File: src/rtl/collision_stats.sv
// Per-frame collision statistics: tallies colliding pixels, excess overlap, peak count and
// first colliding pixel index, then hands the results to the host over a valid/ready register.
module collision_stats #(
    parameter int WIDTH = 2,
    parameter int CNT_W = 24,
    parameter int PIX_W = 20
) (
    input  logic                clk,
    input  logic                reset,
    input  logic                frame_start,
    input  logic                pixel_valid,
    input  logic signed [31:0]  collision_num,
    input  logic                frame_end,
    input  logic                stats_ready,
    output logic                stats_valid,
    output logic [CNT_W-1:0]    collided_pixels,
    output logic [CNT_W-1:0]    overlap_sum,
    output logic [31:0]         max_collision,
    output logic [PIX_W-1:0]    first_idx,
    output logic                first_found,
    output logic                busy,
    output logic                overrun
);

    localparam int SW = ((CNT_W > 32) ? CNT_W : 32) + 1;
    localparam logic [CNT_W-1:0] CNT_MAX = '1;
    localparam logic [PIX_W-1:0] PIX_MAX = '1;

    typedef enum logic {S_IDLE, S_ACCUM} state_t;

    state_t             r_state, w_next_state;

    logic [CNT_W-1:0]   r_acc_cnt, r_acc_ovl;
    logic [31:0]        r_acc_max;
    logic [PIX_W-1:0]   r_acc_fidx, r_pix_idx;
    logic               r_acc_ff;

    logic [CNT_W-1:0]   r_out_cnt, r_out_ovl;
    logic [31:0]        r_out_max;
    logic [PIX_W-1:0]   r_out_fidx;
    logic               r_out_ff, r_stats_valid, r_overrun;

    logic [31:0]        w_c;
    logic [SW-1:0]      w_ovl_ext;
    logic [CNT_W-1:0]   w_new_cnt, w_new_ovl;
    logic [31:0]        w_new_max;
    logic [PIX_W-1:0]   w_new_fidx, w_new_pix;
    logic               w_new_ff, w_end;

    always_comb begin
        w_c = collision_num[31:0];
        if (collision_num < 0)
            w_c = '0;
        else if (collision_num > $signed(32'(WIDTH)))
            w_c = 32'(WIDTH);
    end

    assign w_ovl_ext = SW'(r_acc_ovl) + SW'(w_c - 32'd1);
    assign w_end     = (r_state == S_ACCUM) && frame_end;

    // Next accumulator values including this cycle's pixel; feeds both the
    // accumulators and the output registers so a frame_end pixel is counted.
    always_comb begin
        w_new_cnt  = r_acc_cnt;
        w_new_ovl  = r_acc_ovl;
        w_new_max  = r_acc_max;
        w_new_fidx = r_acc_fidx;
        w_new_ff   = r_acc_ff;
        w_new_pix  = r_pix_idx;
        if ((r_state == S_ACCUM) && pixel_valid) begin
            if (w_c > r_acc_max)
                w_new_max = w_c;
            if (w_c >= 32'd2) begin
                w_new_cnt = (r_acc_cnt == CNT_MAX) ? CNT_MAX : r_acc_cnt + CNT_W'(1);
                w_new_ovl = (w_ovl_ext > SW'(CNT_MAX)) ? CNT_MAX : w_ovl_ext[CNT_W-1:0];
                if (!r_acc_ff) begin
                    w_new_fidx = r_pix_idx;
                    w_new_ff   = 1'b1;
                end
            end
            w_new_pix = (r_pix_idx == PIX_MAX) ? PIX_MAX : r_pix_idx + PIX_W'(1);
        end
    end

    always_comb begin
        w_next_state = r_state;
        case (r_state)
            S_IDLE:  if (frame_start) w_next_state = S_ACCUM;
            S_ACCUM: if (frame_end && !frame_start) w_next_state = S_IDLE;
            default: w_next_state = S_IDLE;
        endcase
    end

    always_ff @(posedge clk) begin
        if (reset)
            r_state <= S_IDLE;
        else
            r_state <= w_next_state;
    end

    always_ff @(posedge clk) begin
        if (reset) begin
            r_acc_cnt     <= '0;
            r_acc_ovl     <= '0;
            r_acc_max     <= '0;
            r_acc_fidx    <= '0;
            r_acc_ff      <= 1'b0;
            r_pix_idx     <= '0;
            r_out_cnt     <= '0;
            r_out_ovl     <= '0;
            r_out_max     <= '0;
            r_out_fidx    <= '0;
            r_out_ff      <= 1'b0;
            r_stats_valid <= 1'b0;
            r_overrun     <= 1'b0;
        end else begin
            if (frame_start) begin
                r_acc_cnt  <= '0;
                r_acc_ovl  <= '0;
                r_acc_max  <= '0;
                r_acc_fidx <= '0;
                r_acc_ff   <= 1'b0;
                r_pix_idx  <= '0;
            end else begin
                r_acc_cnt  <= w_new_cnt;
                r_acc_ovl  <= w_new_ovl;
                r_acc_max  <= w_new_max;
                r_acc_fidx <= w_new_fidx;
                r_acc_ff   <= w_new_ff;
                r_pix_idx  <= w_new_pix;
            end

            if (w_end) begin
                if (!r_stats_valid || stats_ready) begin
                    r_out_cnt     <= w_new_cnt;
                    r_out_ovl     <= w_new_ovl;
                    r_out_max     <= w_new_max;
                    r_out_fidx    <= w_new_fidx;
                    r_out_ff      <= w_new_ff;
                    r_stats_valid <= 1'b1;
                end else begin
                    r_overrun     <= 1'b1;
                end
            end else if (r_stats_valid && stats_ready) begin
                r_stats_valid <= 1'b0;
            end
        end
    end

    assign stats_valid     = r_stats_valid;
    assign collided_pixels = r_out_cnt;
    assign overlap_sum     = r_out_ovl;
    assign max_collision   = r_out_max;
    assign first_idx       = r_out_fidx;
    assign first_found     = r_out_ff;
    assign busy            = (r_state == S_ACCUM);
    assign overrun         = r_overrun;

endmodule

File: config.mk
export PLATFORM = sky130hd
export DESIGN_NAME = collision_stats
export DESIGN_NICKNAME = d
export VERILOG_FILES = /design/src/rtl/collision_stats.sv
export SDC_FILE = /design/constraint.sdc
export NUM_CORES = 1
export LEC_CHECK = 0
export ABC_AREA = 1
export CORE_MARGIN = 4
export CORE_UTILIZATION = 45
export CTS_CLUSTER_DIAMETER = 150
export CTS_CLUSTER_SIZE = 16
export DETAILED_ROUTE_END_ITERATION = 7
export GPL_ROUTABILITY_DRIVEN = 0
export GPL_TIMING_DRIVEN = 0
export PLACE_DENSITY_LB_ADDON = 0.25
export SYNTH_ARGS = -nofsm -noshare
export SYNTH_HDL_FRONTEND = slang
export SYNTH_SLANG_ARGS = --single-unit
File: constraint.sdc
create_clock -name clk -period 3.33 [get_ports clk]
set_input_delay 0.333 -clock clk [delete_from_list [all_inputs] [get_ports clk]]
set_output_delay 0.333 -clock clk [all_outputs]
set_load 0.01 [all_outputs]
# Word-level counts from Yosys, hierarchy flattened
# Index checks and enable logic that the tools add are counted.
[word_totals]
ff_bits = 225
latchBits = 0
mem_bits_rw = 0
rom_bits = 0
output_inout_bits = 104
n_memories = 0
[classes]
add_sub_neg = 4
multipliers = 0
div_mod_pow = 0
order_cmp = 5
eq_ne = 3
shift = 0
muxes = 22
bitwise_logic = 2
n_reduce_logical = 12
[ops]
columns = ["op", "n"]
rows = [
  ["24-bit two-way mux", 6],
  ["32-bit two-way mux", 4],
  ["20-bit two-way mux", 4],
  ["24-bit by 33-bit adder with 33-bit output", 1],
  ["33-bit by 24-bit greater-than comparator with 1-bit output, second input constant", 1],
  ["32-bit by 1-bit subtractor with 33-bit output, second input constant", 1],
  ["32-bit by 2-bit greater-or-equal comparator with 1-bit output, second input constant", 1],
  ["32-bit by 3-bit greater-than comparator with 1-bit output, second input constant", 1],
  ["32-bit greater-than comparator", 1],
  ["32-bit by 1-bit < comparator with 1-bit output, second input constant", 1],
  ["24-bit by 1-bit adder with 24-bit output, second input constant", 1],
  ["24-bit equality test, second input constant", 1],
  ["20-bit by 1-bit adder with 20-bit output, second input constant", 1],
  ["20-bit equality test, second input constant", 1],
  ["1-bit two-way mux", 7],
  ["2-bit AND reduction", 3],
  ["1-bit logical AND", 4],
  ["1-bit logical NOT", 2],
  ["2-bit by 1-bit inequality test with 1-bit output, second input constant", 1],
  ["1-bit inverter", 2],
  ["1-bit one-hot mux with 2 select lines", 1],
  ["2-bit nonzero test", 1],
  ["2-bit OR reduction", 1],
  ["1-bit logical OR", 1],
]

# Logic depth before layout (Yosys ltp)
# Gate-level depths: netlist (run 1).
[depth]
word_depth = 9
depth_mapped = 28
mapped_depth_nobuf = 27

# Worst setup path after synthesis (run 1)
# OpenSTA, ideal clock, no wires.
[synth_path]
path_kind = "input port to flip-flop"
from = "input collision_num[11]"
to = "register r_out_ovl[20], in the netlist overlap_sum[20]"
t_arrival_ps = 2887
required_time_ps = 3202
slack_ps = 314
cell_stages = 23
path_buffers = 1
path_cell_list = "nor2_1 nand2_1 nor2_1 nand4_1 o21ai_4 ha_1 inv_1 ha_1 fa_1 nand2_1 inv_1 nand2_1 nand3_1 nand3_1 nand3_2 nand2_1 nand3_1 nand3_1 nor2_4 buf_6 nand3_1 nand2_1 a21oi_1"
[synth_between]
elab_chain_len = 9
[synth_lines]
columns = ["item", "line", "rtl"]
rows = [
  ["start: declaration", "12", "input logic signed [31:0] collision_num,"],
  ["32-bit by 3-bit greater-than comparator with 1-bit output", "54", "else if (collision_num > $signed(32'(WIDTH)))"],
  ["32-bit two-way mux", "54", ""],
  ["32-bit two-way mux (*)", "52", "if (collision_num < 0)"],
  ["32-bit by 1-bit subtractor with 33-bit output", "58", "assign w_ovl_ext = SW'(r_acc_ovl) + SW'(w_c - 32'd1);"],
  ["24-bit by 33-bit adder with 33-bit output", "58", ""],
  ["33-bit by 24-bit greater-than comparator with 1-bit output", "75", "w_new_ovl = (w_ovl_ext > SW'(CNT_MAX)) ? CNT_MAX : w_ovl_ext[CNT_W-1:0];"],
  ["24-bit two-way mux", "75", ""],
  ["24-bit two-way mux (*)", "73", "if (w_c >= 32'd2) begin"],
  ["24-bit two-way mux (*)", "70", "if ((r_state == S_ACCUM) && pixel_valid) begin"],
  ["end signal: assignment", "136", "r_out_ovl <= w_new_ovl;"],
  ["end: declaration", "38", "logic [CNT_W-1:0] r_out_cnt, r_out_ovl;"],
]
# Every way passes the cells marked *; elsewhere a longest branch is shown, timed or not.
# A chain may end at the register's enable or synchronous reset.

# Worst setup path after layout (run 1)
[layout_path]
from = "input collision_num[6]"
to = "register r_out_ovl[13], in the netlist overlap_sum[13]"
# Same word-level chain as after synthesis.

==> reports/results.ini, run 1 <==
[status]
status=completed

[critical_path]
reg2reg_slack_ps=330
r2r-end=collided_pixels[22]$_SDFFE_PP0P_
r2r-start=busy$_SDFF_PP0_
crit_start=collision_num[6]
worstSetupPathType=in2reg
path_max_fanout=5
critPathArrivalTime_ps=3600
cp.required_ps=3700
reg2reg_depth=8
worstSetupEndpointType=flip-flop
start_kind=input pin

[detailed_routing]
drt-total-wl_um=35920
wl_per_cell_um=13.72
drt_iter0_drc=737
dr.pass1.iters=5
remaining_drc_errors=0
vias_per_cell=4.907
ant_nets=0
num_vias=12850

[clock_tree]
cts_buffers=18
max-clock-path-buffers=3
clkSinkCount=225
cts_tree=done
hold_buffers=0
insertion_delay_ps=500
htreeDepth=1
clk_pin_slew_ps=70
cts-root-buf=clkbuf_16

[die]
die_w_um=178.2
core_mm2=0.02863
row_count=62
chipHeight_um=178.2
boundaryPins=142
start_util_pct=45.55
die_area_mm2=0.03176

[global_routing]
use_met3_pct=3.306
grt_use_total_pct=21.87
grt_util_met2_pct=38.08
grt_pass1_vias=12130
grt_max_degree=17
antenna_found_initial=0
busiest_layer=met2
grt_pass1_wl_um=57860
grtUsageMet1_pct=28.68
overflow=0

[synth]
seq_area_frac_synth_pct=34.55
synth_flop_cell=dfxtp_1
synth_enable_flop_cells=0
ys_types=45
ys_async_sr_fraction_pct=0
synth_top_area_share_pct=34.55
synth-seq-cells=225
syn_area_per_cell_um2=6.619
synth_area_leaders=dfxtp_1 35%, nand2_1 12%, inv_1 9.6%
synthCells=1970
synth_area_mm2=0.01304
yosys_warnings=0
synth_largest_area_cell=dfxtp_1

[layout]
nFillCells=2747
layout.cells.non_filler=2618
drive_gt1_share_pct=7.252
antennaDiodeCount=0
nNetsFinal=2364
utilization_pct=56.86
area_delta_synth_final_pct=24.83

[power]
clockPowerShare_pct=32.6
p_seq_share_pct=46.1
pwr-share-comb_pct=21.2
internal_power_mw=4.331
ir_drop_mv=0.3998
p_leak_nw=7.500
swShare_pct=29.09
switchingPower_mw=1.777
power.density_mw_per_mm2=375.2

[timing]
fmax_mhz=310.1
setup_violations=0
finalCritPeriodShare_pct=96.85
final_hold_viol_count=0
worst_pin_slew_ps=831.8
slew_viol_final=0
finClkSkew_ps=26.44
min_period_ps=3225
relSlewSlack_pct=44.55

[placed_design]
io_buffers=140
hpwlAfterDp_um=27290
dp.cells=2566

[run]
maxCapViolCount=0

[min_path]
whs_endpoint=first_idx[1]$_SDFFE_PP0P_
hp-start=reset
holdCritPathClass=in2reg
holdPathStages=4

## how the worst max path moves through the flow
| stage | to | slack (ps) | cells past startpoint |
|---|---|---|---|
| floorplan | overlap_sum[20]$_SDFFE_PP0P_ | 310 | 23 |
| global placement | overlap_sum[18]$_SDFFE_PP0P_ | -1100 | 29 |
| detailed placement | overlap_sum[16]$_SDFFE_PP0P_ | -1130 | 29 |
| CTS | overlap_sum[15]$_SDFFE_PP0P_ | -5 | 29 |
| global route | r_acc_ovl[18]$_SDFF_PP0_ | -110 | 27 |
| finish | overlap_sum[13]$_SDFFE_PP0P_ | 100 | 25 |
## per-stage QoR
step,TNS [ps],total power [mW],worst slack (ps),hold slack (ps),area (µm²)
3_3_place_gp,-62140,4.041,-1103,453.7,15190
6_report,0,6.108,104.8,265.9,16280
5_1_grt,-3540,6.408,-113.7,289.2,16280
2_1_floorplan,0,3.655,314.5,440.0,13310
3_5_place_dp,-64810,4.054,-1127,456.9,15190
4_1_cts,-9.417,6.077,-5.481,255.5,15900
## cell usage in the layout, fill, tap and decap left out, drive strengths merged
cell,instances
inv,337
o31ai,1
a21o,2
nor4,13
a221oi,1
xnor2,3
dlygate4sd2,9
o21bai,6
buf,53
a21oi,123
conb,74
o211ai,17
o21ai,125
a211oi,2
dlymetal6s2s,19
clkdlybuf4s50,112
nand4,24
and2,1
or2,5
nand3,114
ha,92
a21boi,1
clkinv,2
clkbuf,72
nand3b,1
fa,1
nand2,436
a31oi,7
nor2,273
and3,1
xor2,35
o21a,21
dfxtp,225
nor3,26
## power groups by stage
| stage | Sequential [mW] | Clock, mW | Combinational (mW) |
|---|---|---|---|
| 6_report | 2.82 | 1.99 | 1.30 |
| 5_1_grt | 2.83 | 2.12 | 1.46 |
| 4_1_cts | 2.82 | 2.04 | 1.21 |
| 3_5_place_dp | 2.88 | 0 | 1.17 |
| 3_3_place_gp | 2.88 | 0 | 1.16 |
| 2_1_floorplan | 2.91 | 0 | 0.748 |
## registers in the layout, summed over array words and instances, names as in the netlist
name and count:
first_idx 20, r_acc_max 32, r_acc_cnt 24, max_collision 32, stats_valid 1, r_acc_ff 1, first_found 1, r_acc_fidx 20
r_pix_idx 20, r_acc_ovl 24, busy 1, overrun 1, overlap_sum 24, collided_pixels 24
## metal layers
layer | wire (µm) | part of all wire (%) | vias to the layer above
met4 | 847 | 2.4 | 0
met3 | 2008 | 5.6 | 62
met1 | 16240 | 45 | 5800
met2 | 16820 | 47 | 335
li1 | - | - | 6650
met5 | 0 | 0 | -
## cells in the mapped netlist, types with 2 or more instances
cell type,n
buf_4,6
o21bai_1,6
buf_6,3
xnor2_1,3
or2_2,4
o211ai_1,17
buf_2,12
nor3_2,2
a21o_1,2
nor2_2,7
buf_1,3
inv_2,3
xor2_1,35
inv_1,333
nor2_1,264
nand2_2,6
nor4_1,13
a211oi_1,2
nand4_1,24
a31oi_1,7
clkbuf_1,50
nand3_2,4
ha_1,92
o21a_1,21
o21ai_1,22
a21oi_1,122
nor3_1,24
o21ai_0,102
nor2_4,2
conb_1,2
nand3_1,110
clkinv_1,2
dfxtp_1,225
nand2_1,429
## cell families after synthesis
| group | share of synthesized area, % |
|---|---|
| other | 0.05760 |
| AOI/OAI and AO/OA | 12.92 |
| adders and majority gates | 8.982 |
| and+or+nand+nor | 28.62 |
| DFF | 34.55 |
| buffers and inverters | 12.32 |
| xor gates and xnor gates | 2.553 |
## critical path, cell delays in order
cell	delay, ps
dlygate4sd2_1	250
nor4_2	300
nand4_1	160
nor3_2	170
nand2_2	100
nor2_4	170
inv_2	80
ha_4	160
inv_2	50
ha_4	140
fa_2	220
buf_4	120
nand3_2	90
nand3_4	100
nand2_2	70
nand2_2	100
nand2_1	60
nand2_1	110
nand3_2	90
nor2_4	140
buf_12	140
clkbuf_16	150
nand3_1	90
nand2_1	100
a21oi_1	70
## area by class of cell
cell class / instances / area [µm²] / area share [%]
clock buffer: 20 / 479.2 / 2.944
clock inverter: 1 / 16.27 / 0.09993
multi-input combinational: 1405 / 7457 / 45.81
tap: 384 / 480.5 / 2.952
buffer: 74 / 351.6 / 2.160
timing repair buffer: 171 / 1719 / 10.56
inverter: 338 / 1269 / 7.795
sequential: 225 / 4504 / 27.67
## repair_timing
| item | in CTS | in global routing |
|---|---|---|
| gates resized for setup | 37 | 69 |
| pin swaps | 19 | 38 |
| gates cloned | 2 | 2 |
| setup endpoints to repair | 48 | 108 |
| setup buffers | 16 | 11 |
Power figures use the tool's default switching activity.
==> run 2, diff against run 1 <==
- CAP_MARGIN: default -> 20
- PLACE_DENSITY: default -> 0.65
- PLACE_DENSITY_LB_ADDON: 0.25 -> default
==> run 2 against run 1 <==
  * Critical path type is now reg2reg
  * Largest power group unchanged
  * Maximum frequency grew 0.98%
  * Clock power is essentially flat
  * Combinational power is essentially flat
  * First-iteration DRC count shrank 3.3%
  * Non-clock buffer count shrank 6
  * Cell area grew 0.79%
  * Total power grew 0.32%
  * Utilization grew 0.45 points
  * Sequential share of layout area shrank 0.22 points
  * Routed wire length grew 0.97%
  * Die area is the same
==> reports/results.ini, run 2 (same netlist as run 1, synthesis figures left out) <==
[layout]
area_delta_synth_final_pct=25.82
final_common_cell=nand2_1
drive_gt1_share_pct=8.573
final_area_mm2=0.01641
nNetsFinal=2358
layout.cells.non_filler=2612
antennaDiodeCount=0
final_cell_mix=397 x nand2_1, 329 x inv_1, 259 x nor2_1

[clock_tree]
hold_buffers=0
insertion_delay_ps=490
clkSinkCount=225
cts_buffers=18
htreeDepth=1
cts_tree=done
max-clock-path-buffers=3
cts-root-buf=clkbuf_16
clk_pin_slew_ps=70

[timing]
slew_viol_final=0
worst_pin_slew_ps=804.8
min_period_ps=3194
final_hold_viol_count=0
relSlewSlack_pct=46.35
finClkSkew_ps=19.56
fmax_mhz=313.1
finalCritPeriodShare_pct=95.91
setup_violations=0

[detailed_routing]
drt_iter0_drc=713
ant_nets=0
drt-total-wl_um=36270
dr.pass1.iters=6
remaining_drc_errors=0
num_vias=12880
vias_per_cell=4.929
wl_per_cell_um=13.89

[die]
chipHeight_um=178.2
die_w_um=178.2
row_count=62
start_util_pct=45.55
boundaryPins=142
core_mm2=0.02863
die_area_mm2=0.03176

[placed_design]
hpwlAfterDp_um=27670
io_buffers=140
dp.cells=2566
dpl_cell_area_mm2=0.01519

[global_routing]
grt_max_degree=17
antenna_found_initial=0
grt_pass1_wl_um=58260
overflow=0
grt_pass1_vias=12180
grt_use_total_pct=22.07

[critical_path]
cp.required_ps=3720
start_kind=flip-flop
cp_cell_sequence=nand2_1 -> nor2_1 -> clkdlybuf4s15_1 -> clkbuf_1 -> clkbuf_1 -> nand3_1 -> o211ai_1 -> inv_1
critPathArrivalTime_ps=3580
reg2reg_depth=8
worst-path-buf-inv=4
worstSetupEndpointType=flip-flop
crit_top_cell=clkbuf_1
worstSetupPathType=reg2reg
cp_top_family=buffers and inverters
r2r-end=collided_pixels[22]$_SDFFE_PP0P_
path_max_fanout=10
r2r-start=busy$_SDFF_PP0_
slowest_delay_ps=740
reg2reg_slack_ps=140
critical_path_cell_count=8
slowest_stage=clkdlybuf4s15_1

[min_path]
holdCritPathClass=in2reg
whs_endpoint=first_idx[1]$_SDFFE_PP0P_
holdPathStages=4
hp-start=reset

[status]
status=completed

[power]
power_mw=6.127
ir_drop_mv=0.4499
power.density_mw_per_mm2=373.5
p_leak_nw=7.483

[run]
maxCapViolCount=0

run 2: per-stage QoR:
stage	setup WS, ps	hold WS, ps	TNS [ps]	util [%]
floorplan	314.5	440.0	0	-
global placement	-1342	451.8	-79250	53.07
detailed placement	-1367	459.2	-80850	53.07
CTS	2.388	321.2	0	55.77
global route	-19.66	376.0	-76.84	57.31
finish	136.1	341.0	0	57.31
run 2: how the worst max path moves through the flow:
stage	from	end	slack [ps]
detailed placement	collision_num[20]	overlap_sum[10]$_SDFFE_PP0P_	-1370
CTS	collision_num[21]	overlap_sum[9]$_SDFFE_PP0P_	2
global route	collision_num[24]	overlap_sum[3]$_SDFFE_PP0P_	-20
floorplan	collision_num[11]	overlap_sum[20]$_SDFFE_PP0P_	310
global placement	collision_num[20]	overlap_sum[9]$_SDFFE_PP0P_	-1340
finish	busy$_SDFF_PP0_	collided_pixels[22]$_SDFFE_PP0P_	140
run 2: metal layers:
layer / routed length, µm / global-route usage [%]
met5: 0 / 0
met4: 769 / 4.989
met3: 1859 / 3.476
met2: 17430 / 38.76
met1: 16210 / 28.59
run 2: final cells by class:
type / count / area, µm²
sequential: 225 / 4504
clock buffer: 20 / 479.2
buffer: 74 / 362.8
timing repair buffer: 165 / 1689
inverter: 338 / 1271
tap: 384 / 480.5
fill: 2812 / 12220
clock inverter: 1 / 16.27
multi-input combinational: 1405 / 7602
run 2: report_power, final:
part / internal [mW] / leakage, nW / switching [mW]
clock: 1.03 / 0.243 / 0.963
sequential: 2.77 / 1.83 / 0.0475
combinational: 0.533 / 5.41 / 0.782
run 2: what timing repair did:
| action | in CTS | in global routing |
|---|---|---|
| endpoints found under the setup margin | 48 | 52 |
| gates resized for setup | 46 | 104 |
| pin swaps | 24 | 52 |
| setup buffers | 14 | 8 |
| gates cloned | 3 | 0 |
run 2: tightest hold or removal path: cells and delay by family:
family / cells / cell delay (ps)
buffers and inverters: 2 / 260
and+or+nand+nor: 1 / 150
AOI/OAI and AO/OA: 1 / 60
==> run 3, diff against run 2 <==
- DONT_BUFFER_PORTS: default -> 1
- GPL_ROUTABILITY_DRIVEN: 0 -> default
- PLACE_DENSITY: 0.65 -> 0.59
==> run 3 against run 2 <==
  * Routed wire length fell by 2.1%
  * Die area did not move
  * Register-to-register slack improved by 220 ps
  * Highest routed layer unchanged
  * Critical path depth rose by 20
  * Clock power barely moved
  * Flip-flop and latch count did not move
  * Clock skew barely moved
  * Total power fell by 4.4%
  * Largest power group unchanged
  * Cell area fell by 12%
  * Via count fell by 6.4%
  * Critical endpoint is now overlap_sum[15]$_SDFFE_PP0P_
  * Clock-buffer cell count did not move
==> reports/results.ini, run 3 (same netlist as run 1, synthesis figures left out) <==
[status]
status=completed

[global_routing]
antenna_found_initial=0
grt_use_total_pct=21.86
grt_pass1_vias=11180
grt_max_degree=17
overflow=0
grt_pass1_wl_um=56660

[detailed_routing]
drt_iter0_drc=743
vias_per_cell=4.902
drt-total-wl_um=35500
ant_nets=0
wl_per_cell_um=14.44
num_vias=12050
dr.pass1.iters=5
remaining_drc_errors=0

[layout]
antennaDiodeCount=0
final_cell_mix=424 x nand2_1, 332 x inv_1, 261 x nor2_1
nNetsFinal=2204
area_delta_synth_final_pct=10.90
drive_gt1_share_pct=4.725
final_common_cell=nand2_1
utilization_pct=50.52

[clock_tree]
cts_tree=done
cts-root-buf=clkbuf_16
max-clock-path-buffers=3
clkSinkCount=225
clk_pin_slew_ps=70
insertion_delay_ps=490
htreeDepth=1
cts_buffers=18

[timing]
fmax_mhz=319.8
final_hold_viol_count=0
setup_violations=0
min_period_ps=3127
worst_pin_slew_ps=705.3
rsz0062_at_grt=yes
finClkSkew_ps=19.28
relSlewSlack_pct=52.98
slew_viol_final=0
finalCritPeriodShare_pct=93.90
tns_ps=0

[critical_path]
r2r-start=busy$_SDFF_PP0_
worstSetupPathType=in2reg
start_kind=input pin
slowest_stage=nor2_4
reg2reg_slack_ps=360
critPathArrivalTime_ps=3480
cp.required_ps=3690
slowest_delay_ps=240
reg2reg_depth=8
r2r-end=collided_pixels[16]$_SDFFE_PP0P_
worstSetupEndpointType=flip-flop
crit_top_cell=nand2_1
crit_start=collision_num[20]
path_max_fanout=6

[power]
internal_power_mw=4.146
clockPowerShare_pct=33.7
ir_drop_mv=0.3826
switchingPower_mw=1.711
p_leak_nw=6.685
power.density_mw_per_mm2=405.1
p_seq_share_pct=49.0
swShare_pct=29.22
pwr-share-comb_pct=17.3

[die]
start_util_pct=45.55
core_mm2=0.02863
die_w_um=178.2
row_count=62
boundaryPins=142
chipHeight_um=178.2
die_area_mm2=0.03176

[min_path]
whs_endpoint=busy$_SDFF_PP0_
hp-start=frame_end
holdCritPathClass=in2reg
holdPathStages=3

[placed_design]
hpwlAfterDp_um=27900
gp_congestion=0.9294
io_buffers=0

[run]
maxCapViolCount=0

run 3: changes by cell type in the layout (fill, tap and decap cells not counted), sizes merged:
cell           change
buf               -15
clkdlybuf4s50    -112
dlygate4sd2        -9
dlygate4sd3        +1
dlymetal6s2s      -19
run 3: cell type report:
class / count / area [µm²]
Clock buffer: 20 / 479.2
Buffer: 74 / 345.3
Clock inverter: 1 / 16.27
Tap cell: 384 / 480.5
Inverter: 338 / 1269
Fill cell: 3011 / 14160
Timing Repair Buffer: 11 / 97.59
Multi-Input combinational cell: 1405 / 7268
Sequential cell: 225 / 4504
run 3: layer usage:
layer	global-route usage, %	part of all wire (%)	vias to the layer above
li1	-	-	6328
met1	29.25	46	5475
met2	37.03	46	217
met3	4.748	5.9	30
met4	3.486	1.4	0
met5	0	0	-
run 3: critical path, delay by kind of cell:
kind / cells / cell delay, ps
AOI/OAI and AO/OA: 1 / 70
buffers and inverters: 4 / 460
and+or+nand+nor: 20 / 2050
adders and majority gates: 3 / 560
run 3: power groups by stage:
stage | logic (mW) | clock network, mW | registers, mW
3_5_place_dp | 0.969 | 0 | 2.93
4_1_cts | 0.981 | 2.04 | 2.87
2_1_floorplan | 0.748 | 0 | 2.91
3_3_place_gp | 0.962 | 0 | 2.93
6_report | 1.01 | 1.98 | 2.87
5_1_grt | 1.17 | 2.14 | 2.88
run 3: how the worst max path moves through the flow:
stage | slack, ps | endpoint | cells after the start
finish | 200 | overlap_sum[15]$_SDFFE_PP0P_ | 28
global route | -30 | overlap_sum[21]$_SDFFE_PP0P_ | 28
CTS | 10 | overlap_sum[3]$_SDFFE_PP0P_ | 28
detailed placement | -930 | overlap_sum[3]$_SDFFE_PP0P_ | 26
global placement | -910 | overlap_sum[3]$_SDFFE_PP0P_ | 26
floorplan | 310 | overlap_sum[20]$_SDFFE_PP0P_ | 23
run 3: stage by stage:
stage / total power [mW] / std cells / hold WS [ps] / setup WS (ps) / instance area, µm²
final: 5.858 / 2458 / 29.12 / 203.2 / 14460
after global routing: 6.187 / 2458 / 61.00 / -32.79 / 14460
after CTS: 5.894 / 2450 / 12.13 / 9.617 / 14330
after detailed placement: 3.902 / 2426 / 455.4 / -928.1 / 13790
after global placement: 3.895 / 2426 / 455.4 / -910.2 / 13790
after floorplan: 3.655 / 2042 / 440.0 / 314.5 / 13310
run 3: timing repair:
item                                    CTS  global route
pin swaps                                 2             5
hold buffers                              1             0
gates cloned                              0             2
buffers inserted                          2             6
gates resized for setup                   4            20
endpoints found under the setup margin   48            53
hold endpoints to repair                  1             0
